<file path="config.mk">
export PLATFORM = sky130hd
export DESIGN_NAME = register2_load_arbiter
export DESIGN_NICKNAME = d
export VERILOG_FILES = /design/src/rtl/register2_load_arbiter.sv
export SDC_FILE = /design/constraint.sdc
export NUM_CORES = 1
export LEC_CHECK = 0
export CAP_MARGIN = 10
export CORE_ASPECT_RATIO = 0.5
export CORE_UTILIZATION = 40
export CTS_CLUSTER_DIAMETER = 60
export CTS_CLUSTER_SIZE = 25
export DETAILED_ROUTE_END_ITERATION = 6
export PLACE_DENSITY = 0.83
export SKIP_LAST_GASP = 1
export SLEW_MARGIN = 20
export SYNTH_ARGS = -nofsm -noshare
export SYNTH_HDL_FRONTEND = slang
export SYNTH_SLANG_ARGS = --single-unit
</file>
<file path="constraint.sdc">
create_clock -name Clk -period 2.3 [get_ports Clk]
set_clock_uncertainty 0.05 [all_clocks]
set_input_delay 0.46 -clock Clk [delete_from_list [all_inputs] [get_ports Clk]]
set_output_delay 0.46 -clock Clk [all_outputs]
set_load 0.05 [all_outputs]
</file>
<file path="src/rtl/register2_load_arbiter.sv">
// Round-robin write-port arbiter for the dual-load register. It grants at most one
// writer per cycle, drives registered data and load strobes, and counts contention.
module register2_load_arbiter #(
  parameter int WIDTH     = 32,
  parameter int CNT_WIDTH = 8
) (
  input  logic                 Clk,
  input  logic                 Reset,
  input  logic                 Req1,
  input  logic [WIDTH-1:0]     Data1,
  input  logic                 Req2,
  input  logic [WIDTH-1:0]     Data2,
  input  logic                 Stall,
  output logic                 Ack1,
  output logic                 Ack2,
  output logic [WIDTH-1:0]     IN,
  output logic [WIDTH-1:0]     IN2,
  output logic                 Load,
  output logic                 Load2,
  output logic                 LastGrant,
  output logic [CNT_WIDTH-1:0] Conflicts
);

  // One-hot-style encoding so that each strobe is a bare state flop.
  typedef enum logic [1:0] {
    IDLE = 2'b00,
    W1   = 2'b01,
    W2   = 2'b10
  } state_t;

  state_t               state_q, state_d;
  logic [WIDTH-1:0]     in_q, in_d;
  logic [WIDTH-1:0]     in2_q, in2_d;
  logic                 last_q, last_d;
  logic [CNT_WIDTH-1:0] cnt_q, cnt_d;
  logic                 e1, e2;

  always_ff @(posedge Clk) begin
    if (Reset) begin
      state_q <= IDLE;
      in_q    <= '0;
      in2_q   <= '0;
      last_q  <= 1'b1;
      cnt_q   <= '0;
    end else begin
      state_q <= state_d;
      in_q    <= in_d;
      in2_q   <= in2_d;
      last_q  <= last_d;
      cnt_q   <= cnt_d;
    end
  end

  always_comb begin
    state_d = IDLE;
    in_d    = in_q;
    in2_d   = in2_q;
    last_d  = last_q;
    cnt_d   = cnt_q;
    // A writer being acknowledged this cycle is masked so it is not granted twice.
    e1      = Req1 && (state_q != W1);
    e2      = Req2 && (state_q != W2);
    if (!Stall) begin
      if (e1 && e2) begin
        if (cnt_q != '1) cnt_d = cnt_q + 1'b1;
        if (last_q) begin
          state_d = W1;
          in_d    = Data1;
          last_d  = 1'b0;
        end else begin
          state_d = W2;
          in2_d   = Data2;
          last_d  = 1'b1;
        end
      end else if (e1) begin
        state_d = W1;
        in_d    = Data1;
        last_d  = 1'b0;
      end else if (e2) begin
        state_d = W2;
        in2_d   = Data2;
        last_d  = 1'b1;
      end
    end
  end

  assign Load      = state_q[0];
  assign Ack1      = state_q[0];
  assign Load2     = state_q[1];
  assign Ack2      = state_q[1];
  assign IN        = in_q;
  assign IN2       = in2_q;
  assign LastGrant = last_q;
  assign Conflicts = cnt_q;

endmodule

</file>
==> impl_results.md <==
* CTS Buf Count at 9
* Tot Pwr at 3.66 mW
* Synth Area in Adders at 0.417%
* Synthesized cell area at 0.00300 mm²
* CTS sink count at 75
* Slew HR at 64.3%
* Synth Warn # at 0
* H-tree depth at 3
* IO buf count at 145
* Unrepaired setup endpoints after global routing: false
* Final hold vios at 0
* Worst VDD drop at 450 µV
* Hold WC Path Type: flip-flop to flip-flop
* Post-CTS Hold Buffers at 0
* # resized after CTS at 0
* Root buffer cell: clkbuf_16
* Post-synthesis cell type count at 35
* Setup violators final at 0
* Drt wl/cell at 15.2 µm
* Critical Path Fanout Max at 6
* P_leak at 1.68 nW
* Die X at 125 µm
* Top delay family on crit path: buffers and inverters
* Die area at 0.00788 mm²
* Crit path DAT at 1.61 ns
* Flop-to-flop setup slack at 0.48 ns
* Seq cells post-synth at 75
* Synth Flop Type: dfxtp_1
* Largest family of logic cells by synthesized area: compound AO/OA/AOI/OAI gates
* DR pass1 iterations at 5
* Row count at 21
* Die height at 63.3 µm
* Period minus WS final at 2.12 ns
* Mean post-synth cell area at 8.30 µm²
* # IOs at 146
* Antenna-violating nets left at 0
* Via count at 3,106
* M1 GR Usage at 28.2%
* Max-Cap Viols at 0
* Detailed-route DRC error count at 0
* Area grow syn2layout at 62.9%
* Met2 GRT Util at 37.2%
* Worst setup EP type: primary output
* Vias in the first global route at 2,896
* CP bufs+invs at 1
* Top cells by area, synth: dfxtp_1 (50%), a21oi_1 (12%), nand3_1 (11%), o21ai_1 (11%), clkbuf_1 (3.2%)
* Pin count of the biggest net entering global routing at 35
* Most common cell in the netlist: dfxtp_1
* Post-Synth Simple-Gate Area at 17.5%
* Post-synth ARST share at 0%
* Via/cell ratio at 5.28
* First-pass GRT wire length at 14,400 µm
* Dpl hpwl at 5740 µm
* Placer Congestion at 0.767
* CP Cell Sequence: clkdlybuf4s50_1
* Met3 usage at 7.05%
* Setup Buffers After CTS at 0
* Synth top area share at 50.0%
* CP max stage delay at 0.84 ns
* Number of DRC markers in iteration 0 at 222
* Total grt overflow at 0
* Slew Viols, Final at 0
* # diodes at 0
* Grt peak-use layer: met2
* Status: complete, no violations
* Drt total wl at 8940 µm
* Antenna violations before repair at 0
* Final net count at 561
* CP Data Required Time at 1.79 ns
* Dpl cells at 572
* Max Freq at 0.471 GHz
* Tightest Pin Transition at 0.534 ns
* Crit start category: flip-flop
* Mapped Cells at 362
* CP max-delay cell: clkdlybuf4s50_1
* Clock slew at reported path FFs at 0.05 ns
* Compound-Gate Fraction of Synth Area at 25.1%
* Fin crit share at 92.2%
* Synth cell count leaders: dfxtp_1 (75), a21oi_1 (70), nand3_1 (67)
* Clk buf depth at 2
* Fraction of layout cells with a size suffix above 1 at 6.85%
* Net count after synthesis at 432
* Synth Area in XOR/XNOR at 0.292%
* Post-synthesis mux area share at 0.750%
* EDFF count, synth at 0
* Core Area at 0.00696 mm²
* Critical setup path kind: flip-flop to primary output
* Sequential area share after synthesis at 50.0%
* Clock latency on the worst-skew pair at 0.33 ns
* Gr usage total at 22.9%
* Final setup TNS at 0 ns
* Total power density per cell area at 749 mW/mm²
* Starting Density at 43.1%
* Cell taking the most area after synthesis: dfxtp_1
* Final core occ at 70.2%
* Final cell count without fillers at 588
* CTS tree: built
report_power, final:
part           internal, mW  switching, mW  total, mW  leakage (nW)
registers              1.36         0.0287       1.38         0.611
logic                 0.273          0.410      0.683         0.899
clock network          1.08          0.510       1.59         0.169
total                  2.71          0.949       3.66          1.68
flip-flops by register name (all words and copies together), names as in the netlist:
signal	flops
IN2	32
state_q	2
LastGrant	1
IN	32
Conflicts	8
kinds of logic after synthesis:
family | count (synthesis)
muxes | 2
xor gates and xnor gates | 1
DFF | 75
buffers and inverters | 39
AOI/OAI and AO/OA | 146
adders and majority gates | 1
and+or+nand+nor | 98
stage by stage:
step / hold slack (ns) / worst slack, ns / area (µm²)
CTS: 0.427 / 0.162 / 4890
finish: 0.426 / 0.179 / 4890
detailed placement: 0.420 / 0.0953 / 4550
global placement: 0.414 / 0.143 / 4550
global route: 0.443 / 0.126 / 4890
floorplan: 0.558 / 0.260 / 3000
layer usage:
metal  wire, µm  vias to the layer above
met5          0                        -
met4        207                        0
met3        474                       20
met2       4260                       91
met1       3990                     1426
li1           -                     1569
cell type report:
class / count / area, µm²
clock inverter: 5 / 100
multi-input combinational: 248 / 1340
sequential: 75 / 1500
inverter: 1 / 3.75
clock buffer: 11 / 243
timing repair buffer: 156 / 1590
fill: 546 / 2070
tap: 92 / 115
final timing paths:
check	startpoint	to	cells past startpoint
setup / recovery	Conflicts[7]	Conflicts[7]	1
hold / removal	IN2[26]	IN2[26]	2
setup reg to reg	Conflicts[0]	Conflicts[5]	5
hold reg to reg	IN2[26]	IN2[26]	2
placed cells by master (no fill, tap or decap), types with 2 or more instances in the layout:
| master | netlist | layout |
|---|---|---|
| nor3_1 | 2 | 2 |
| clkinv_2 | 0 | 2 |
| or4_1 | 3 | 3 |
| nor2b_2 | 0 | 2 |
| mux2_1 | 2 | 2 |
| bufinv_16 | 0 | 3 |
| nand2_1 | 6 | 6 |
| o21ai_1 | 66 | 65 |
| nor2_1 | 2 | 2 |
| clkdlybuf4s50_1 | 0 | 144 |
| buf_12 | 0 | 5 |
| o31ai_1 | 3 | 3 |
| nand3_1 | 67 | 67 |
| buf_4 | 3 | 6 |
| a21oi_1 | 70 | 69 |
| o21ai_0 | 2 | 2 |
| clkbuf_16 | 0 | 9 |
| nor2b_1 | 6 | 4 |
| nand2b_1 | 3 | 3 |
| dfxtp_1 | 75 | 75 |
(Power assumes the default switching activity.)
